===== src/rtl/rx_frame_ctrl.sv =====
// rx_frame_ctrl: oversampled UART receive frame FSM; define RX_FRAME_CTRL_BREAK_DET_EN to add break detection
module rx_frame_ctrl #(
  parameter int DATA_WIDTH = 8,
  parameter int OVERSAMPLE = 16
) (
  input  logic                  rx_clk,
  input  logic                  resetn,
  input  logic                  baud_tick,
  input  logic                  rx_in,
  input  logic                  parity_en,
  input  logic                  parity_odd,
  output logic                  shift,
  output logic                  parity_load,
  output logic                  check_stop,
  output logic [DATA_WIDTH-1:0] rx_data,
  output logic                  rx_valid,
  input  logic                  rx_ready,
  output logic                  parity_err,
  output logic                  frame_err,
  output logic                  overrun,
  output logic                  break_det,
  output logic                  busy
);
  localparam int CW = $clog2(OVERSAMPLE);
  localparam int BW = $clog2(DATA_WIDTH);
  localparam logic [CW-1:0] C_LAST = CW'(OVERSAMPLE - 1);
  localparam logic [CW-1:0] C_HALF = CW'(OVERSAMPLE / 2 - 1);
  localparam logic [BW-1:0] B_LAST = BW'(DATA_WIDTH - 1);
  typedef enum logic [2:0] {IDLE, START, DATA, PARITY, STOP} state_t;
  state_t state, state_n;
  logic [CW-1:0] cnt, cnt_n;
  logic [BW-1:0] bcnt, bcnt_n;
  logic [DATA_WIDTH-1:0] shreg;
  logic par_en_l, par_odd_l, par_err_i, wait_high, start_ok, accept;
  assign busy     = state != IDLE;
  assign start_ok = state == START && state_n == DATA;
  assign accept   = !rx_valid || rx_ready;
  always_ff @(posedge rx_clk)
    if (!resetn) begin
      state <= IDLE;
      cnt   <= '0;
      bcnt  <= '0;
    end else begin
      state <= state_n;
      cnt   <= cnt_n;
      bcnt  <= bcnt_n;
    end
  always_comb begin
    state_n     = state;
    cnt_n       = cnt;
    bcnt_n      = bcnt;
    shift       = 1'b0;
    parity_load = 1'b0;
    check_stop  = 1'b0;
    if (baud_tick) begin
      cnt_n = cnt + 1'b1;
      case (state)
        IDLE: begin
          cnt_n  = '0;
          bcnt_n = '0;
          state_n = (!rx_in && !wait_high) ? START : IDLE;
        end
        START: if (cnt == C_HALF) begin
          cnt_n   = '0;
          state_n = rx_in ? IDLE : DATA;
        end
        DATA: if (cnt == C_LAST) begin
          cnt_n  = '0;
          shift  = 1'b1;
          bcnt_n = bcnt + 1'b1;
          if (bcnt == B_LAST) state_n = par_en_l ? PARITY : STOP;
        end
        PARITY: if (cnt == C_LAST) begin
          cnt_n       = '0;
          parity_load = 1'b1;
          state_n     = STOP;
        end
        STOP: if (cnt == C_LAST) begin
          cnt_n      = '0;
          check_stop = 1'b1;
          state_n    = IDLE;
        end
        default: state_n = IDLE;
      endcase
    end
  end
  always_ff @(posedge rx_clk)
    if (!resetn) begin
      shreg      <= '0;
      par_en_l   <= 1'b0;
      par_odd_l  <= 1'b0;
      par_err_i  <= 1'b0;
      wait_high  <= 1'b0;
      rx_data    <= '0;
      rx_valid   <= 1'b0;
      parity_err <= 1'b0;
      frame_err  <= 1'b0;
      overrun    <= 1'b0;
    end else begin
      if (start_ok) begin
        par_en_l  <= parity_en;
        par_odd_l <= parity_odd;
        par_err_i <= 1'b0;
      end
      if (shift) shreg <= {rx_in, shreg[DATA_WIDTH-1:1]};
      if (parity_load) par_err_i <= ^shreg ^ rx_in ^ par_odd_l;
      if (check_stop && !rx_in) wait_high <= 1'b1;
      else if (baud_tick && state == IDLE && rx_in) wait_high <= 1'b0;
      if (rx_valid && rx_ready) begin
        rx_valid <= 1'b0;
        overrun  <= 1'b0;
      end
      if (check_stop && accept) begin
        rx_data    <= shreg;
        parity_err <= par_err_i;
        frame_err  <= !rx_in;
        rx_valid   <= 1'b1;
      end else if (check_stop) overrun <= 1'b1;
    end
`ifdef RX_FRAME_CTRL_BREAK_DET_EN
  logic all_zero, brk;
  always_ff @(posedge rx_clk)
    if (!resetn) begin
      all_zero <= 1'b0;
      brk      <= 1'b0;
    end else begin
      if (start_ok) all_zero <= 1'b1;
      else if ((shift || parity_load) && rx_in) all_zero <= 1'b0;
      brk <= check_stop && accept && all_zero && !rx_in;
    end
  assign break_det = brk;
`else
  assign break_det = 1'b0;
`endif
endmodule


===== config.mk =====
export PLATFORM = sky130hd
export DESIGN_NAME = rx_frame_ctrl
export DESIGN_NICKNAME = d
export VERILOG_FILES = /design/src/rtl/rx_frame_ctrl.sv
export SDC_FILE = /design/constraint.sdc
export NUM_CORES = 1
export LEC_CHECK = 0
export ABC_CLOCK_PERIOD_IN_PS = 1900
export BUFFER_PORTS_ARGS = -buffer_cell sky130_fd_sc_hd__clkbuf_2
export CORE_UTILIZATION = 50
export DETAILED_ROUTE_END_ITERATION = 7
export PLACE_DENSITY = 0.7
export SLEW_MARGIN = 15
export SYNTH_ARGS = -nofsm -noshare
export SYNTH_HDL_FRONTEND = slang
export SYNTH_SLANG_ARGS = --single-unit

===== constraint.sdc =====
create_clock -name rx_clk -period 1.9 [get_ports rx_clk]
set_input_delay 0.285 -clock rx_clk [delete_from_list [all_inputs] [get_ports rx_clk]]
set_output_delay 0.285 -clock rx_clk [all_outputs]
set_load 0.02 [all_outputs]

# Word-level counts from Yosys, hierarchy flattened

Cells that the tools add are included.

Add/subtract/negate cells: 2
Eq/ne operators: 9
Mux-type cells: 31
Bitwise gates (word level): 2
Reductions and logical operators: 20

Operator list:

| kind                                                | count |
|---|---|
| 2-to-1 mux 3 bit                                    | 8 |
| 2-to-1 mux 1 bit                                    | 17 |
| one-hot mux 3 bit (5 select lines)                  | 1 |
| one-hot mux 4 bit (3 select lines)                  | 1 |
| equality test 3 x 2 -> 1 bit, second input constant | 3 |
| 2-to-1 mux 4 bit                                    | 2 |
| nonzero test 2 bit                                  | 4 |
| parity 8 bit                                        | 1 |
| logical AND 1 bit                                   | 7 |
| equality test 3 bit, second input constant          | 2 |
| one-hot mux 3 bit (2 select lines)                  | 1 |
| adder 4 x 1 -> 4 bit, second input constant         | 1 |
| equality test 4 x 3 -> 1 bit, second input constant | 1 |
| equality test 4 bit, second input constant          | 1 |
| adder 3 x 1 -> 3 bit, second input constant         | 1 |
| equality test 3 x 1 -> 1 bit, second input constant | 1 |
| logical NOT 1 bit                                   | 3 |
| logical NOT 3 bit                                   | 1 |
| AND reduction 3 bit                                 | 1 |
| nonzero test 3 bit                                  | 1 |
| OR reduction 3 bit                                  | 1 |
| 2-to-1 mux 2 bit                                    | 1 |
| != test 2 bit, second input constant                | 1 |
| bitwise XOR 1 bit                                   | 2 |
| logical OR 1 bit                                    | 1 |

Register bits: 34
Input port bits: 7
Output and inout bits: 17
Logic and storage cells: 77

# Depth between registers and ports, before layout

Gate-level depths: netlist of the first run.

Depth in word-level cells: 9
Depth in mapped cells: 7
Depth with buffers taken out: 7

# Worst setup path before layout of the first run

No wires, ideal clock.

Path type: register to register
From: register cnt[0]
To: register shreg[1]
Data arrival time: 1.403 ns
Required time: 1.784 ns
Path slack: 0.381 ns
Cell stages (with the launch flop): 7
Buffers on the path: 1
Clock period less this slack: 1.519 ns
Cell sequence: dfxtp_1 ha_1 nand3_2 nor3_4 buf_6 mux2i_1 nor2b_1

Cells in the longest elaborated chain, start to end: 4

Ends and longest elaborated chain:

| item                   | line | source |
|---|---|---|
| from (decl)            | 31   | `logic [CW-1:0] cnt, cnt_n;` |
| from (signal assigned) | 45   | `cnt <= cnt_n;` |
| equality test 4 bit    | 67   | `DATA: if (cnt == C_LAST) begin` |
| 2-to-1 mux 1 bit       | 67   |  |
| 2-to-1 mux 1 bit       | 57   | `case (state)` |
| 2-to-1 mux 1 bit       | 55   | `if (baud_tick) begin` |
| named net shift        | 12   | `output logic shift,` |
| to (signal assigned)   | 105  | `if (shift) shreg <= {rx_in, shreg[DATA_WIDTH-1:1]};` |
| to (decl)              | 33   | `logic [DATA_WIDTH-1:0] shreg;` |

The timed path passes the listed nets, and every way through them passes these cells.
A chain may end at the register's enable or synchronous reset.

# Worst setup path after layout of the first run

From: register cnt[0]
To: output port check_stop

Cells in the longest elaborated chain, start to end: 4

Ends and longest elaborated chain:

| item                | line | source |
|---|---|---|
| equality test 4 bit | 78   | `STOP: if (cnt == C_LAST) begin` |
| 2-to-1 mux 1 bit    | 78   |  |
| 2-to-1 mux 1 bit    | 57   |  |
| 2-to-1 mux 1 bit    | 55   |  |
| to (decl)           | 14   | `output logic check_stop,` |

Every way passes these cells.

==> results of run 1 <==
## worst paths after layout
| path | startpoint | to | slack [ns] | cells after the start |
|---|---|---|---|---|
| min | rx_ready | overrun$_SDFF_PN0_ | 0.20 | 4 |
| max | cnt[0]$_SDFFE_PN0P_ | check_stop | 0.12 | 5 |
| min reg2reg | overrun$_SDFF_PN0_ | overrun$_SDFF_PN0_ | 0.48 | 2 |
| max reg2reg | state[1]$_SDFF_PN0_ | shreg[4]$_SDFFE_PN0P_ | 0.29 | 6 |
## sequential cells by signal, summed over array words and instances (netlist names), 3 cells and up
name and flops:
rx_data 8, cnt 4, state 3, shreg 8, bcnt 3
## metrics by stage
| step | hold WS (ns) | cells | setup slack, ns | power (W) | area, um^2 |
|---|---|---|---|---|---|
| 2_1_floorplan | 0.4383 | 170 | 0.3812 | 0.0008123 | 1649 |
| 3_3_place_gp | 0.4511 | 231 | 0.2015 | 0.0008344 | 1792 |
| 3_5_place_dp | 0.4577 | 231 | 0.1177 | 0.0008361 | 1792 |
| 4_1_cts | 0.1879 | 240 | 0.01356 | 0.001250 | 1863 |
| 5_1_grt | 0.1941 | 240 | 0.003813 | 0.001302 | 1877 |
| 6_report | 0.1970 | 240 | 0.1160 | 0.001236 | 1877 |
## cell families (layout without fill, tap and decap cells)
kind of cell / count (synthesis) / in the layout / synth area share, %
and+or+nand+nor: 68 / 68 / 25.19
DFF: 34 / 34 / 41.27
muxes: 22 / 22 / 13.35
AOI/OAI and AO/OA: 20 / 20 / 7.207
buffers and inverters: 12 / 38 / 3.869
xor gates and xnor gates: 10 / 10 / 6.601
adders and majority gates: 3 / 3 / 2.276
other: 1 / 1 / 0.2274
## per-layer routing
layer | global-route usage, % | wire, um
met1 | 24.36 | 1457
met2 | 28.09 | 1258
met3 | 7.860 | 142
met4 | 8.163 | 27
met5 | 0 | 0
## cell usage after synthesis, types with 2 or more instances
cell,n,share of area [%]
nand4_1,4,1.5
mux2i_1,22,13
nand2_1,10,2.3
nor3_1,3,0.91
xnor2_1,6,3.2
inv_1,2,0.46
dfxtp_1,34,41
a21oi_1,5,1.5
o21a_1,2,0.91
and2_1,4,1.5
buf_4,2,0.91
nor3_4,2,2.0
nand3_1,3,0.91
o21ai_1,6,1.8
ha_1,3,2.3
xor2_1,2,1.1
a22oi_1,3,1.4
a21boi_1,2,0.91
nor2b_1,26,9.9
clkbuf_1,2,0.46
buf_2,3,0.91
nor2_1,9,2.0
## cells in the final DEF, fill, tap and decap left out
master    synthesis  layout
a21boi_1          2       2
a21oi_1           5       5
a22oi_1           3       3
and2_1            4       4
and3_2            0       1
and3b_1           1       1
buf_4             2       5
clkbuf_1          2       1
clkbuf_2          0      22
clkbuf_4          0       5
clkbuf_8          0       1
clkinv_2          0       1
conb_1            1       1
dfxtp_1          34      31
dfxtp_2           0       3
ha_1              3       2
ha_4              0       1
inv_1             2       2
inv_2             1       1
mux2i_1          22      22
nand2_1          10      10
nand2_4           1       1
nand2b_1          1       1
nand3_1           3       3
nand3_2           1       1
nand4_1           4       4
nand4_2           1       1
nor2_1            9       9
nor2b_1          26      26
nor2b_4           1       1
nor3_1            3       3
nor3_4            2       2
o21a_1            2       2
o21ai_0           1       1
o21ai_1           6       6
o22ai_1           1       1
xnor2_1           6       6
xnor2_2           1       1
xnor3_1           1       1
xor2_1            2       2
## where the power goes
part	internal [W]	switching [W]	leakage, nW
Sequential	0.000719	0.0000137	0.275
Combinational	0.0000398	0.0000521	0.515
Clock	0.000179	0.000232	0.0353
## final cells by class
cell class	count	area, um^2
Clock buffer	7	55.05
Clock inverter	1	5.005
Fill cell	287	1226
Inverter	3	11.26
Multi-Input combinational cell	124	918.4
Sequential cell	34	684.4
Tap cell	44	55.05
Timing Repair Buffer	27	147.6
## critical path: cells and delay by family, from the launching register on
family        cells  cell delay (ns)
buf+inv           2             0.24
flops             1             0.38
simple gates      2             0.38
fa+ha+maj         1             0.16
## what timing repair did
item,in CTS,in global routing
endpoints found under the setup margin,2,4
pin swaps,1,0
gates resized for setup,2,4
setup buffers,1,0
hold endpoints to repair,0,0
cloned,0,0
==> impl_metrics.yaml, run 1 <==
finish:
  postLayoutCoreUtil_pct: 60.48
  antennaDiodeCount: 0
  drive_above_1_share_pct: 23.98
  fin_nets: 205
  area_delta_synth_final_pct: 13.81
routing:
  viasPerCell: 5.029
  dr.first_iter.drc_count: 49
  vias: 1207
  wire_per_inst_um: 12.03
  wl_um: 2886
  drc: 0
  drt.antenna.violating_nets: 0
  drt-pass1-iter-count: 4
synth:
  synth_edf_count: 0
  synth_cell_types: 37
  yosysWarningCount: 0
  ys_seq_area_share_pct: 41.27
  async_reset_ff_share_pct: 0
  synth_nets: 180
  synth-main-ff-cell: "dfxtp_1"
  synth_seq_cells: 34
  syn_area_per_cell_um2: 9.700
  synth_cells: 170
  netlist_area_mm2: 0.001649
sta:
  setup_tns_ns: 0
  hold_viol: 0
  setup_viol: 0
  clock_skew_ns: 0.01298
  post-route-period-util_pct: 93.90
  rsz0062_at_grt: "false"
  fmax_mhz: 560.5
  period_needed_ns: 1.784
  maxSlewViolCount: 0
worst_setup_path:
  cp_max_fo: 5
  path_cells: "ha_4, and3_2, nand3_1, inv_2, clkbuf_2"
  critPathArrivalTime_ns: 1.50
  crit_type: "flop to output pin"
  critPathMaxStageDelay_ns: 0.38
  crit_path_start_kind: "flop"
  critPathRequiredTime_ns: 1.62
  slowest_stage: "dfxtp_2"
  crit_path_end_kind: "output pin"
clock_network:
  cts_buffer_depth: 2
  postCtsHoldBufs: 0
  cts.sinks: 34
  cts_buffers: 5
  clkTransAtPathRegs_ns: 0.10
  clock_latency_ns: 0.34
  cts_root_buffer: "clkbuf_4"
  htreeDepth: 2
  tritoncts: "yes"
power:
  powerDensity_mw_per_mm2: 658.5
  p_leak_nw: 0.8258
  ir_drop_uv: 423.1
die:
  start_util_pct: 53.15
  coreArea_mm2: 0.003103
  die_w_um: 59.43
  pin_count: 24
  rows: 20
  die_h_um: 59.43
  dieArea_mm2: 0.003532
placed_design:
  place.gp.congestion: 0.9314
  dp_hpwl_um: 2064
  io_buffers: 22
global_route:
  overflow: 0
  antenna_found_initial: 0
  grt_pass1_wl_um: 4830
  grt_pass1_vias: 1063
  grt_max_degree: 33
  track_usage_pct: 19.06
flow_run:
  cap_violations: 0
min_path:
  hold_class: "input port to flop"
outcome:
  outcome: "completed"
(Power assumes the default switching activity.)
==> inputs of run 2 (changes only) <==
--- a/config.mk
+++ b/config.mk
@@ -10,6 +10,7 @@
 export CORE_UTILIZATION = 50
 export DETAILED_ROUTE_END_ITERATION = 7
 export PLACE_DENSITY = 0.7
+export RECOVER_POWER = 50
 export SLEW_MARGIN = 15
 export SYNTH_ARGS = -nofsm -noshare
 export SYNTH_HDL_FRONTEND = slang
==> impl_metrics.yaml, run 2 (synthesis results as in run 1) <==
clock_network:
  htreeDepth: 2
  cts_buffers: 5
  tritoncts: "yes"
  clkTransAtPathRegs_ns: 0.10
  clock_latency_ns: 0.34
  cts.sinks: 34
  cts_buffer_depth: 2
  cts_root_buffer: "clkbuf_4"
  postCtsHoldBufs: 0
worst_setup_path:
  critPathRequiredTime_ns: 1.62
  critPathTopFamily: "flip-flops"
  slowest_stage: "dfxtp_2"
  critPathArrivalTime_ns: 1.49
  crit_type: "flop to output pin"
  crit_path_end_kind: "output pin"
  cp_max_fo: 5
  critPathMaxStageDelay_ns: 0.38
  path_cells: "ha_4, and3_2, nand3_1, inv_2, clkbuf_2"
  worstPathBufferInverterCount: 2
  crit_path_start_kind: "flop"
  reg2reg_slack_ns: 0.27
routing:
  drt-pass1-iter-count: 4
  vias: 1204
  dr.first_iter.drc_count: 39
  wl_um: 2888
  viasPerCell: 5.017
  drt.antenna.violating_nets: 0
  drc: 0
  wire_per_inst_um: 12.03
sta:
  fmax_mhz: 562.9
  period_needed_ns: 1.777
  setup_tns_ns: 0
  rsz0062_at_grt: "false"
  whs_ns: 0.2013
  hold_viol: 0
  setup_viol: 0
  post-route-period-util_pct: 93.50
  maxSlewViolCount: 0
  clock_skew_ns: 0.01231
die:
  dieArea_mm2: 0.003532
  die_h_um: 59.43
  start_util_pct: 53.15
  coreArea_mm2: 0.003103
  rows: 20
  pin_count: 24
  die_w_um: 59.43
finish:
  drive_above_1_share_pct: 17.35
  largestRegisters: "rx_data x8, shreg x8, cnt x4"
  multi_input_area_um2: 912.1
  final_common_cell: "dfxtp_1"
  fin_nets: 205
  area_delta_synth_final_pct: 12.37
  final_cell_mix: "31 x dfxtp_1, 26 x nor2b_1, 22 x mux2i_1"
  antennaDiodeCount: 0
  ff_latch_area_um2: 684.4
  n_fill_cell: 301
power:
  p_leak_nw: 0.7758
  powerDensity_mw_per_mm2: 663.9
  ir_drop_uv: 423.1
  p_total_w: 0.001230
outcome:
  outcome: "completed"
min_path:
  hold_class: "input port to flop"
global_route:
  grt_pass1_wl_um: 4830
  grt_pass1_vias: 1063
  grt_max_degree: 33
  overflow: 0
  antenna_found_initial: 0
  track_usage_pct: 19.06
placed_design:
  place.gp.congestion: 0.9314
  dp_hpwl_um: 2064
  io_buffers: 22
flow_run:
  cap_violations: 0
==> run 2: cell types whose count changed in the layout (fill, tap and decap cells not counted) <==
cell      delta
a21boi_0     +1
a21boi_1     -1
buf_4        -1
clkbuf_1    +12
clkbuf_2    -11
nand4_1      +1
nand4_2      -1
o21ai_0      +3
o21ai_1      -3
==> run 2: layout make-up <==
type	count	share of cell area, %
multi-input cells	124	49.22
well taps	44	2.971
flip-flops and latches	34	36.93
repair buffers	27	7.022
inverters	3	0.6077
clock buffers	7	2.971
clock inverters	1	0.2701
==> run 2: report_power, final <==
| part | total [W] | switching, W | internal, W | leakage [nW] |
|---|---|---|---|---|
| Combinational | 0.0000903 | 0.0000509 | 0.0000394 | 0.465 |
| Clock | 0.000408 | 0.000229 | 0.000179 | 0.0353 |
| Sequential | 0.000732 | 0.0000130 | 0.000719 | 0.275 |
| Total | 0.00123 | 0.000292 | 0.000938 | 0.776 |
==> run 2: repair_timing <==
| action | in CTS | in global routing |
|---|---|---|
| gates cloned | 0 | 0 |
| hold endpoints to repair | 0 | 0 |
| setup endpoints to repair | 2 | 4 |
| pin swaps | 1 | 0 |
| buffers inserted | 1 | 0 |
| resized for setup | 2 | 4 |
==> run 2: final timing paths <==
check	from	endpoint	cells past startpoint
max	cnt[0]$_SDFFE_PN0P_	check_stop	5
min	rx_ready	overrun$_SDFF_PN0_	4
max reg2reg	state[1]$_SDFF_PN0_	shreg[4]$_SDFFE_PN0P_	6
min reg2reg	overrun$_SDFF_PN0_	overrun$_SDFF_PN0_	2
==> run 2: per-stage QoR <==
stage	instance area, um^2	instances	utilization (%)	setup slack (ns)
2_1_floorplan	1649	170	-	0.3812
3_3_place_gp	1792	231	57.74	0.2015
3_5_place_dp	1792	231	57.74	0.1177
4_1_cts	1863	240	60.04	0.01356
5_1_grt	1853	240	59.72	0.008849
6_report	1853	240	59.72	0.1234
==> run 2: worst min-delay path, stage by stage <==
cell	delay [ns]
clkbuf_2	0.08
nand2_1	0.04
nand2_1	0.05
nor2_1	0.04
==> run 2: routing by layer <==
layer,track usage (%),wire length [um],up-vias,part of all wire (%)
met4,8.163,30,0,1.0
li1,-,-,624,-
met3,7.860,159,4,5.5
met5,0,0,-,0
met1,24.36,1427,538,49
met2,28.09,1271,38,44
==> inputs of run 3 (changes only) <==
--- a/config.mk
+++ b/config.mk
@@ -7,9 +7,9 @@
 export LEC_CHECK = 0
 export ABC_CLOCK_PERIOD_IN_PS = 1900
 export BUFFER_PORTS_ARGS = -buffer_cell sky130_fd_sc_hd__clkbuf_2
-export CORE_UTILIZATION = 50
+export CORE_UTILIZATION = 45
 export DETAILED_ROUTE_END_ITERATION = 7
-export PLACE_DENSITY = 0.7
+export PLACE_DENSITY = 0.64
 export RECOVER_POWER = 50
 export SLEW_MARGIN = 15
 export SYNTH_ARGS = -nofsm -noshare
==> impl_metrics.yaml, run 3 (synthesis results as in run 1) <==
outcome:
  outcome: "completed"
routing:
  viasPerCell: 5.021
  wl_um: 3127
  drt-pass1-iter-count: 4
  vias: 1220
  wire_per_inst_um: 12.87
  dr.first_iter.drc_count: 47
  drt.antenna.violating_nets: 0
  drc: 0
sta:
  maxSlewViolCount: 0
  hold_viol: 0
  period_needed_ns: 1.796
  fmax_mhz: 556.7
  whs_ns: 0.2010
  rsz0062_at_grt: "false"
  setup_tns_ns: 0
  setup_slack_ns: 0.1036
  post-route-period-util_pct: 94.54
  clock_skew_ns: 0.01179
  setup_viol: 0
die:
  dieArea_mm2: 0.003911
  start_util_pct: 48.28
  coreArea_mm2: 0.003416
  pin_count: 24
  die_h_um: 62.54
  die_w_um: 62.54
  rows: 21
global_route:
  antenna_found_initial: 0
  track_usage_pct: 17.25
  overflow: 0
  grt_max_degree: 33
  grt_pass1_vias: 1149
  grt_pass1_wl_um: 5216
finish:
  postLayoutCoreUtil_pct: 54.62
  fin_area_mm2: 0.001866
  n_fill_cell: 336
  antennaDiodeCount: 0
  fin_nets: 206
  area_delta_synth_final_pct: 13.13
  final_cell_mix: "31 x dfxtp_1, 26 x nor2b_1, 22 x mux2i_1"
  drive_above_1_share_pct: 18.78
  final_common_cell: "dfxtp_1"
  largestRegisters: "rx_data x8, shreg x8, cnt x4"
clock_network:
  htreeDepth: 2
  postCtsHoldBufs: 0
  cts_buffer_depth: 2
  clock_latency_ns: 0.34
  tritoncts: "yes"
  cts_buffers: 5
  cts.sinks: 34
  clkTransAtPathRegs_ns: 0.10
  cts_root_buffer: "clkbuf_4"
worst_setup_path:
  critPathArrivalTime_ns: 1.51
  crit_path_end_kind: "output pin"
  crit_path_start_kind: "flop"
  crit_type: "flop to output pin"
  critPathRequiredTime_ns: 1.62
  cp_max_fo: 5
power:
  ir_drop_uv: 381.5
  powerDensity_mw_per_mm2: 669.2
  p_leak_nw: 0.7777
min_path:
  hold_class: "input port to flop"
placed_design:
  place.gp.congestion: 0.8779
  placed_area_mm2: 0.001802
  dp_slack_ns: 0.1299
  io_buffers: 22
  dp_hpwl_um: 2209
flow_run:
  cap_violations: 0
## run 3: cell count changes in the layout (fill, tap and decap cells not counted)
| cell | change |
|---|---|
| nand3_1 | -1 |
| nand3_2 | +1 |
| nor3_2 | +1 |
| a21boi_0 | -1 |
| ha_2 | +1 |
| buf_4 | +1 |
| nor3_1 | -1 |
| ha_4 | -1 |
| clkbuf_2 | -1 |
| a21boi_1 | +1 |
| clkinvlp_4 | +1 |
## run 3: layer usage
layer	GRT usage (%)	wire [um]	vias up
met5	0	0	-
met4	6.977	55	0
met3	5.474	152	5
met2	25.54	1397	35
met1	23.07	1521	552
li1	-	-	628
## run 3: layout make-up
type	count	area [um^2]	area share (%)
clock buffers	6	51.30	2.750
repair buffers	28	136.4	7.311
flip-flops and latches	34	684.4	36.69
well taps	46	57.56	3.085
inverters	3	11.26	0.6036
multi-input cells	124	912.1	48.89
clock inverters	2	12.51	0.6707
## run 3: final timing paths
kind / from / end / slack (ns) / cells past startpoint
setup / recovery: cnt[0]$_SDFFE_PN0P_ / check_stop / 0.10 / 5
hold / removal: parity_odd / par_odd_l$_SDFFE_PN0P_ / 0.20 / 3
setup reg to reg: cnt[0]$_SDFFE_PN0P_ / shreg[6]$_SDFFE_PN0P_ / 0.28 / 7
hold reg to reg: overrun$_SDFF_PN0_ / overrun$_SDFF_PN0_ / 0.50 / 2
## run 3: timing repair
action                     in CTS  in global routing
pin swaps                       1                  1
setup endpoints to repair       2                  4
gates resized for setup         1                  6
buffers inserted                1                  0
## run 3: critical path, cell delays in order (launching register included)
cell and delay (ns):
dfxtp_2 0.36, ha_2 0.22, and3_2 0.25, nand3_2 0.11
inv_2 0.08, clkbuf_2 0.16
## run 3: where the power goes
part           internal (W)  switching (W)  leakage [nW]  total [W]
Clock              0.000178       0.000247        0.0343   0.000424
Sequential         0.000719      0.0000124         0.275   0.000732
Combinational     0.0000392      0.0000530         0.468  0.0000922
Total              0.000936       0.000312         0.778    0.00125
## run 3: through the flow
stage                     instances  total power, W
after floorplan                 170       0.0008123
after global routing            243        0.001316
after CTS                       243        0.001264
final                           243        0.001248
after global placement          234       0.0008357
after detailed placement        234       0.0008368
